<file path="config.mk">
export PLATFORM = sky130hd
export DESIGN_NAME = mem_port_arbiter
export DESIGN_NICKNAME = d
export VERILOG_FILES = /design/src/rtl/mem_port_arbiter.sv
export SDC_FILE = /design/constraint.sdc
export NUM_CORES = 1
export LEC_CHECK = 0
export ABC_AREA = 0
export CORE_MARGIN = 5
export CORE_UTILIZATION = 39
export CTS_BUF_LIST = sky130_fd_sc_hd__clkbuf_4 sky130_fd_sc_hd__clkbuf_8
export DETAILED_ROUTE_END_ITERATION = 12
export GPL_ROUTABILITY_DRIVEN = 0
export HOLD_SLACK_MARGIN = 0.06
export PLACE_DENSITY = 0.78
export SYNTH_ARGS = -nofsm -noshare
export SYNTH_HDL_FRONTEND = slang
export SYNTH_SLANG_ARGS = --single-unit
</file>
<file path="constraint.sdc">
create_clock -name clk -period 4 [get_ports clk]
set_input_delay 0.4 -clock clk [delete_from_list [all_inputs] [get_ports clk]]
set_output_delay 0.4 -clock clk [all_outputs]
set_load 0.05 [all_outputs]
</file>
<file path="src/rtl/mem_port_arbiter.sv">
// Round-robin arbiter sharing one single-port memory between instruction-fetch
// and load/store requesters, with registered issue, response pulse and timeout abort.
module mem_port_arbiter #(
   parameter int ADDR_WIDTH = 8,
   parameter int DATA_WIDTH = 32,
   parameter int TIMEOUT    = 255
) (
   input  logic                  clk,
   input  logic                  rst,
   // instruction-fetch requester
   input  logic                  i_request,
   input  logic                  i_we_re,
   input  logic [3:0]            i_mask,
   input  logic [ADDR_WIDTH-1:0] i_address,
   input  logic [DATA_WIDTH-1:0] i_data_in,
   output logic                  i_valid,
   output logic                  i_error,
   output logic [DATA_WIDTH-1:0] i_data_out,
   // load/store requester
   input  logic                  d_request,
   input  logic                  d_we_re,
   input  logic [3:0]            d_mask,
   input  logic [ADDR_WIDTH-1:0] d_address,
   input  logic [DATA_WIDTH-1:0] d_data_in,
   output logic                  d_valid,
   output logic                  d_error,
   output logic [DATA_WIDTH-1:0] d_data_out,
   // shared memory
   output logic                  m_request,
   output logic                  m_we_re,
   output logic [3:0]            m_mask,
   output logic [ADDR_WIDTH-1:0] m_address,
   output logic [DATA_WIDTH-1:0] m_data_in,
   input  logic                  m_valid,
   input  logic [DATA_WIDTH-1:0] m_data_out,
   output logic                  busy
);

   typedef enum logic [1:0] {
      ST_IDLE = 2'd0,
      ST_BUSY = 2'd1,
      ST_RESP = 2'd2
   } state_t;

   state_t        r_state;
   state_t        w_next_state;
   logic [15:0]   r_count;
   logic          r_grant_d;     // 1 = data side holds (or last held) the grant
   logic          w_grant_d;
   logic          w_start;
   logic          w_done_ok;
   logic          w_timeout;

   // NOTE: every signal driven here gets a default first so no path leaves it
   // unassigned; otherwise synthesis infers a latch to hold the old value.
   always_comb begin
      w_next_state = r_state;
      w_grant_d    = r_grant_d;
      w_start      = 1'b0;
      w_done_ok    = 1'b0;
      w_timeout    = 1'b0;

      if (i_request && d_request)
         w_grant_d = ~r_grant_d;
      else if (d_request)
         w_grant_d = 1'b1;
      else if (i_request)
         w_grant_d = 1'b0;

      case (r_state)
         ST_IDLE: begin
            if (i_request || d_request) begin
               w_start      = 1'b1;
               w_next_state = ST_BUSY;
            end
         end
         ST_BUSY: begin
            if (m_valid) begin
               w_done_ok    = 1'b1;
               w_next_state = ST_RESP;
            end else if (r_count == 16'(TIMEOUT - 1)) begin
               w_timeout    = 1'b1;
               w_next_state = ST_RESP;
            end
         end
         ST_RESP:  w_next_state = ST_IDLE;
         default:  w_next_state = ST_IDLE;
      endcase
   end

   // NOTE: sequential state uses non-blocking assignments so every register
   // samples pre-edge values, independent of statement order.
   always_ff @(posedge clk or posedge rst) begin
      if (rst)
         r_state <= ST_IDLE;
      else
         r_state <= w_next_state;
   end

   always_ff @(posedge clk or posedge rst) begin
      if (rst) begin
         r_grant_d  <= 1'b1;
         r_count    <= '0;
         m_request  <= 1'b0;
         m_we_re    <= 1'b0;
         m_mask     <= '0;
         m_address  <= '0;
         m_data_in  <= '0;
         i_valid    <= 1'b0;
         i_error    <= 1'b0;
         i_data_out <= '0;
         d_valid    <= 1'b0;
         d_error    <= 1'b0;
         d_data_out <= '0;
         busy       <= 1'b0;
      end else begin
         i_valid <= 1'b0;
         i_error <= 1'b0;
         d_valid <= 1'b0;
         d_error <= 1'b0;
         busy    <= (w_next_state != ST_IDLE);

         if (w_start) begin
            r_grant_d <= w_grant_d;
            r_count   <= '0;
            m_request <= 1'b1;
            if (w_grant_d) begin
               m_we_re   <= d_we_re;
               m_mask    <= d_mask;
               m_address <= d_address;
               m_data_in <= d_data_in;
            end else begin
               m_we_re   <= i_we_re;
               m_mask    <= i_mask;
               m_address <= i_address;
               m_data_in <= i_data_in;
            end
         end else if (r_state == ST_BUSY) begin
            r_count <= r_count + 16'd1;
            if (w_done_ok || w_timeout) begin
               m_request <= 1'b0;
               // a timed-out transaction returns zero data alongside the error flag
               if (r_grant_d) begin
                  d_valid    <= 1'b1;
                  d_error    <= w_timeout;
                  d_data_out <= w_timeout ? '0 : m_data_out;
               end else begin
                  i_valid    <= 1'b1;
                  i_error    <= w_timeout;
                  i_data_out <= w_timeout ? '0 : m_data_out;
               end
            end
         end
      end
   end

endmodule

</file>
# Yosys cells after proc, flatten, opt, wreduce, memory -nomap -nowiden
# Cells that the tools add are included.
op_classes:
  n_addsub: 1
  n_eq_ne: 2
  muxes: 40
  bitwise: 2
  n_reduce_logical: 10
op_table:
  columns: ["op", "count"]
  rows:
  - ["$mux 32", 2]
  - ["$mux 16", 2]
  - ["$mux 1", 30]
  - ["$add 16x1->16 const B", 1]
  - ["$eq 16x8->1 const B", 1]
  - ["$mux 8", 1]
  - ["$reduce_and 4->1", 2]
  - ["$mux 2", 3]
  - ["$reduce_bool 2->1", 3]
  - ["$mux 4", 1]
  - ["$pmux 2 s2", 1]
  - ["$eq 2x1->1 const B", 1]
  - ["$logic_not 2->1", 1]
  - ["$logic_or 1x1->1", 2]
  - ["$not 1->1", 2]
  - ["$reduce_and 2->1", 1]
  - ["$logic_and 1x1->1", 1]
totals:
  ff_bits: 134
  inputBits: 127
  output_inout_bits: 115
  elab_cells: 70

# Depth between registers and ports, before layout
# Gate-level depths: netlist of the first run.
logic_depth:
  word_depth: 8
  depth_mapped: 7
  depth_no_buf: 6

# Worst setup path after synthesis of the first run
# No wires, ideal clock.
synth_path:
  path_kind: "flip-flop to flip-flop"
  from: "register r_count[0]"
  to: "register d_data_out[0]"
  setup_ps: 122
  arrival_time_ps: 1857
  required_ps: 3878
  slack_ps: 2021
  path_stages_with_launch: 8
  path_buffers: 1
  synth_period_minus_slack_ps: 1979
  path_cell_list: "dfrtp_1 inv_1 ha_1 or4b_4 o41ai_4 nand2_4 buf_6 a32o_1"
synth_between:
  elab_chain_len: 6
  elab_cells_between_ends: 7
  cone_classes: "eq/ne: 1; mux: 4; reduce/logical: 2"
synth_rtl:
  columns: ["item", "line", "text"]
  rows:
  - ["start: declaration", "47", "logic [15:0] r_count;"]
  - ["start signal: assignment", "139", "r_count <= r_count + 16'd1;"]
  - ["$eq 16x8->1 (*)", "81", "end else if (r_count == 16'(TIMEOUT - 1)) begin"]
  - ["$mux 1 (*)", "81", null]
  - ["$mux 1 (*)", "78", "if (m_valid) begin"]
  - ["$mux 1 (*)", "70", "case (r_state)"]
  - ["$logic_or 1x1->1", "140", "if (w_done_ok || w_timeout) begin"]
  - ["$reduce_and 4->1 (no line)", null, null]
  - ["end signal: assignment", "146", "d_data_out <= w_timeout ? '0 : m_data_out;"]
  - ["end: declaration", "27", "output logic [DATA_WIDTH-1:0] d_data_out,"]
# Every way passes the cells marked *; elsewhere a longest branch is shown, timed or not.
# A chain may end at the register's enable or synchronous reset.

# Worst setup path after layout of the first run
# Ends and elaborated chain as after synthesis.

==> results of run 1 <==
==> Yosys cell counts, types with 2 or more instances <==
library cell and n:
a21oi_1 2, a32o_1 64, and3_1 2, buf_1 2, buf_2 5, buf_6 6
clkbuf_1 24, dfrtp_1 133, ha_1 2, inv_1 6, inv_2 2, mux2i_1 52
nand2_1 61, nand2_4 2, nand3_1 2, nand4_1 3, nor2_1 8, nor4_1 3
o211ai_1 3, o21ai_0 51, o31ai_1 3, or3_1 2, or4_1 2
==> cell families after synthesis <==
logic type | share of synthesized area [%]
flops | 60.2
compound gates | 18.2
simple gates | 7.64
mux | 9.35
buf+inv | 3.95
fa+ha+maj | 0.449
xor+xnor | 0.157
==> power breakdown <==
part / switching, uW / internal, uW
registers: 330 / 1920
clock network: 542 / 594
logic: 2900 / 1510
==> per-layer routing <==
metal,wire length (um),vias up,GRT usage [%]
met1,5820,2224,20.0
met4,193,0,5.75
met5,0,-,0
met2,7670,206,32.0
li1,-,2157,-
met3,2080,15,10.3
==> through the flow <==
stage          worst slack (ps)  cells  area, um^2  utilization (%)
6_report                   1670    877        8520             61.1
4_1_cts                    1660    876        8520             61.1
2_1_floorplan              18.9    454        5570                -
3_5_place_dp               1560    844        8110             58.2
5_1_grt                    1560    876        8520             61.1
3_3_place_gp               1640    844        8110             58.2
==> worst max-delay path, stage by stage, from the launching register on <==
cell and delay, ps:
dfrtp_1 420, inv_1 70, ha_1 140, or4b_4 470, o41ai_4 400, nand2_4 360, a32o_1 330
==> sequential cells by signal (all words and copies together), names as in the netlist <==
signal	count
r_grant_d	1
i_data_out	32
r_state	2
busy	1
m_we_re	1
i_error	1
m_mask	4
d_error	1
i_valid	1
m_address	8
d_valid	1
r_count	16
m_data_in	32
m_request	1
d_data_out	32
==> layout make-up <==
type	instances	area, um^2
Clock inverter	13	145
Timing Repair Buffer	247	2480
Antenna cell	1	2.50
Tap cell	180	225
Inverter	8	32.5
Clock buffer	19	262
Multi-Input combinational cell	275	2020
Fill cell	1065	5410
Sequential cell	134	3350
==> final timing paths <==
path,startpoint,to,slack (ps),cells after the start
setup / recovery,r_count[0]$_DFFE_PP0P_,d_data_out[0]$_DFFE_PP0P_,1670,6
hold / removal,m_valid,r_state[1]$_DFF_PP0_,340,3
setup reg to reg,r_count[0]$_DFFE_PP0P_,d_data_out[0]$_DFFE_PP0P_,1670,6
hold reg to reg,m_data_in[16]$_DFFE_PP0P_,m_data_in[16]$_DFFE_PP0P_,480,2
max in group asynchronous,rst,i_data_out[0]$_DFFE_PP0P_,2620,3
min in group asynchronous,rst,m_data_in[11]$_DFFE_PP0P_,530,2
==> results.txt, run 1 <==
Status: finished clean
Power Dens Cells: 915 mW/mm^2
Avg Cell Area, Syn: 12.3 um^2
GRT overflow: 0
Final HPWL DP: 11300 um
Crit Path Max Fanout: 33
Final setup TNS: 0 ps
Post-CTS setup buffers: 0
Final nets: 812
CP Data Arrival Time: 2640 ps
Root Driver: clkbuf_8
Routed length per instance: 18.0 um
Yosys top cell area share: 59.8%
Clk sinks: 134
Leak pwr: 0.00363 uW
Syn Inst Count: 454
Top_reg_cell synth: dfrtp_1
Power after layout: 7800 uW
Syn Std Cell Area: 0.00557 mm^2
Worst Path Required: 4310 ps
Most common cell after layout, fill and taps aside: clkdlybuf4s50_1
Core area: 0.0139 mm^2
Asr flop ratio synth: 100%
Number of synthesized flops with an enable pin: 0
Worst slew pin tran: 948 ps
IO Port Bufs: 241
Die W: 129 um
First-pass GRT wire length: 24700 um
Row count: 43
Part of the Yosys area used for sequential elements: 60.2%
Top post-synthesis cells by area: dfrtp_1 (60%), a32o_1 (12%), mux2i_1 (9.3%), o21ai_0 (4.6%), nand2_1 (4.1%)
Max-Cap Viols: 0
Tot GR Track Use: 18.8%
DRC Markers: 0
Setup crit end kind: flip-flop
Setup Crit Path Kind: flip-flop to flip-flop
Setup Skew: 9.52 ps
Netlist cell types: 37
Die Area: 0.0168 mm^2
Vias: 4602
First-pass DRT Iterations: 5
Vias in the first global route: 4891
CTS tree: yes
Clock transition at path regs: 80 ps
# IOs: 242
Startpoint types: flip-flop
Drt initial violations: 217
H-tree depth: 4
Clock latency on the worst-skew pair: 430 ps
Cts bufs inserted: 17
Starting utilization of the core area: 40.0%
Final Max Slew Viols: 0
Fin. Hold Viols: 0
Post-synth net total: 583
Worst Hold Class: primary input to flip-flop
Largest net degree at the start of global routing: 77
Synth Warn #: 0
Antenna violations before repair: 0
Die height: 129 um
Leading area contributor after synthesis: dfrtp_1
Hold-fix buffers, CTS: 0
RSZ-0062 raised after global routing: false
F_max: 430 MHz
Final worst-path cycle share: 58.2%
Share of layout cells above drive strength 1: 7.33%
Commonest cells after routing, fill and taps aside: clkdlybuf4s50_1 (240), dfrtp_1 (133), a32o_1 (64)
Max VDD drop: 0.000542 V
Final hold slack: 339 ps
Final Setup Violations: 0
FF+latch count, synth: 134
Max clock buf depth: 2
Max-slew headroom: 36.8%
Crit path time final: 2330 ps
Post-route ant nets: 0
Post-CTS resize count: 0
Vias per cell: 5.25
WL final: 15800 um
Layout area overhead: 53.0%
(Power assumes the default switching activity.)
==> run 2, diff against run 1 <==
==> constraint.sdc (replaced) <==
create_clock -name clk -period 2.13 [get_ports clk]
set_input_delay 0.213 -clock clk [delete_from_list [all_inputs] [get_ports clk]]
set_output_delay 0.213 -clock clk [all_outputs]
set_load 0.05 [all_outputs]
==> results.txt, run 2 (synthesized netlist as in run 1, its figures left out) <==
Status: finished clean
Clk sinks: 134 (unchanged)
Die W: 129 um (unchanged)
Post-route ant nets: 0 (unchanged)
H-tree depth: 4 (unchanged)
R2R setup slack: 80 ps (-1590 ps)
Worst reg2reg endpoint: i_data_out[31]$_DFFE_PP0P_
Tot GR Track Use: 18.6% (-0.19 points)
RSZ-0062 raised after global routing: false
Crit path time final: 2050 ps (-280 ps)
Final HPWL DP: 11100 um (-1.4%)
Startpoint types: flip-flop
Fin. Hold Viols: 0 (unchanged)
Switching fraction of total power: 46.8% (-1.6 points)
Max clock buf depth: 2 (unchanged)
Setup Skew: 9.90 ps (+0.380 ps)
Max-Cap Viols: 0 (unchanged)
Diodes inserted: 0 (-1)
Core area: 0.0139 mm^2 (unchanged)
Commonest cells after routing, fill and taps aside: clkdlybuf4s50_1 (240), dfrtp_1 (133), a32o_1 (64)
CP bufs+invs: 3 (+2)
Final Util: 62.0% (+0.90 points)
Routed length per instance: 17.7 um (-1.6%)
Hold path start: m_valid
Final nets: 819 (+0.86%)
Worst Path Required: 2450 ps (-1860 ps)
Combinational Power Share: 55.9% (-0.6 points)
Hold path cells: 2 (-1)
First-pass GRT wire length: 24600 um (-0.78%)
Row count: 43 (unchanged)
Vias: 4627 (+0.54%)
Net Switching: 6990 uW (+85%)
Final Max Slew Viols: 0 (unchanged)
Clock latency on the worst-skew pair: 440 ps (about the same)
CTS tree: yes
IO Port Bufs: 241 (unchanged)
Layout area overhead: 55.2%
Worst Hold Class: primary input to flip-flop
RR Startpoint: r_count[0]$_DFFE_PP0P_
Largest net degree at the start of global routing: 135 (+75%)
Max-slew headroom: 52.0% (+15 points)
Setup WS post-layout: 83.3 ps (-1590 ps)
Regs by FF count: d_data_out (32), i_data_out (32), m_data_in (32)
Hold-fix buffers, CTS: 0 (unchanged)
Leak pwr: 0.00370 uW (+1.9%)
Drt initial violations: 148 (-32%)
Final worst-path cycle share: 96.1% (+38 points)
Share of layout cells above drive strength 1: 7.99% (+0.66 points)
# IOs: 242 (unchanged)
Max VDD drop: 0.00124 V (+130%)
Antenna violations before repair: 0 (unchanged)
F_max: 489 MHz (+14%)
Worst slew pin tran: 720 ps (-228 ps)
Crit path max-delay cell type: or4b_4
DRC Markers: 0 (unchanged)
Worst slack, placed: 61.2 ps (-1500 ps)
R2R cell count: 8 (+2)
Largest delay share family, worst path: simple AND/OR/NAND/NOR gates
Most common cell after layout, fill and taps aside: clkdlybuf4s50_1
GRT overflow: 0 (unchanged)
Internal: 7950 uW (+97%)
Die Area: 0.0168 mm^2 (unchanged)
Setup Crit Path Kind: flip-flop to flip-flop
Fin cells: 881 (+0.46%)
CP Cell Sequence: inv_1 -> ha_1 -> or4b_4 -> o41ai_4 -> buf_4 -> nand2_4 -> buf_12 -> a32o_1
Root Driver: clkbuf_8
Clock transition at path regs: 70 ps (about the same)
WL final: 15600 um (-1.1%)
Vias per cell: 5.25 (about the same)
Final Setup Violations: 0 (unchanged)
Power Dens Cells: 1730 mW/mm^2 (+89%)
Share of power burned in registers: 28.5% (-0.4 points)
Cts bufs inserted: 17 (unchanged)
Worst hold endpoint: i_error$_DFF_PP0_
# fillers: 1085 (+1.9%)
Crit Path Max Fanout: 33 (unchanged)
CP Data Arrival Time: 2370 ps (-270 ps)
Setup crit end kind: flip-flop
Vias in the first global route: 4897 (+0.12%)
First-pass DRT Iterations: 4 (-1)
Final setup TNS: 0 ps (unchanged)
DP Cell Count: 850 (+0.71%)
Clock network power share: 15.6% (+1.0 points)
Crit-path max cell delay: 470 ps (about the same)
Die height: 129 um (unchanged)
Starting utilization of the core area: 40.0% (unchanged)
[run 2: per-stage QoR]
step	hold slack, ps	instance area (um^2)	total power [uW]
6_report	149	8650	14900
5_1_grt	151	8650	15700
4_1_cts	131	8640	15100
3_5_place_dp	470	8200	12700
3_3_place_gp	465	8200	12500
2_1_floorplan	383	5570	9680
[run 2: how the worst max path moves through the flow]
| stage | start | end | slack (ps) | cells after the start |
|---|---|---|---|---|
| floorplan | r_count[0]$_DFFE_PP0P_ | d_data_out[0]$_DFFE_PP0P_ | 150 | 7 |
| global placement | r_count[0]$_DFFE_PP0P_ | i_data_out[11]$_DFFE_PP0P_ | 150 | 7 |
| detailed placement | r_count[1]$_DFFE_PP0P_ | i_data_out[17]$_DFFE_PP0P_ | 60 | 6 |
| CTS | r_count[0]$_DFFE_PP0P_ | i_data_out[17]$_DFFE_PP0P_ | 50 | 7 |
| global route | r_count[0]$_DFFE_PP0P_ | i_data_out[27]$_DFFE_PP0P_ | 30 | 8 |
| finish | r_count[0]$_DFFE_PP0P_ | i_data_out[31]$_DFFE_PP0P_ | 80 | 8 |
[run 2: final cells by class]
cell class / instances / area, um^2 / share of cell area (%)
inverters: 8 / 33.8 / 0.391
flip-flops and latches: 134 / 3350 / 38.8
well taps: 180 / 225 / 2.60
clock inverters: 8 / 146 / 1.69
clock buffers: 22 / 297 / 3.43
multi-input cells: 275 / 2020 / 23.4
repair buffers: 254 / 2570 / 29.7
[run 2: power groups by stage]
stage / Clock [uW] / Sequential (uW) / Combinational (uW)
after floorplan: 0 / 7680 / 2000
after global placement: 0 / 4270 / 8270
after detailed placement: 0 / 4300 / 8420
after CTS: 2390 / 4270 / 8450
after global routing: 2500 / 4400 / 8800
final: 2330 / 4260 / 8350
[run 2: layer usage]
| metal | vias up | part of all wire [%] | global-route usage (%) |
|---|---|---|---|
| met3 | 19 | 11 | 8.12 |
| met5 | - | 0 | 0 |
| met2 | 203 | 48 | 30.2 |
| li1 | 2174 | - | - |
| met1 | 2231 | 39 | 22.5 |
| met4 | 0 | 1.6 | 5.62 |
[run 2: repair_timing]
action / CTS / global route
endpoints found under the hold margin: 0 / 0
gates resized for setup: 0 / 0
setup buffers: 0 / 1
setup endpoints to repair: 0 / 5
[run 2: worst register-to-register path: cells and delay by family, from the launching register on]
kind                     cells  cell delay, ps
AO/OA/AOI/OAI                2             450
adder cells (fa/ha/maj)      1             150
buffers and inverters        3             430
flip-flops                   1             390
AND/OR/NAND/NOR              2             520
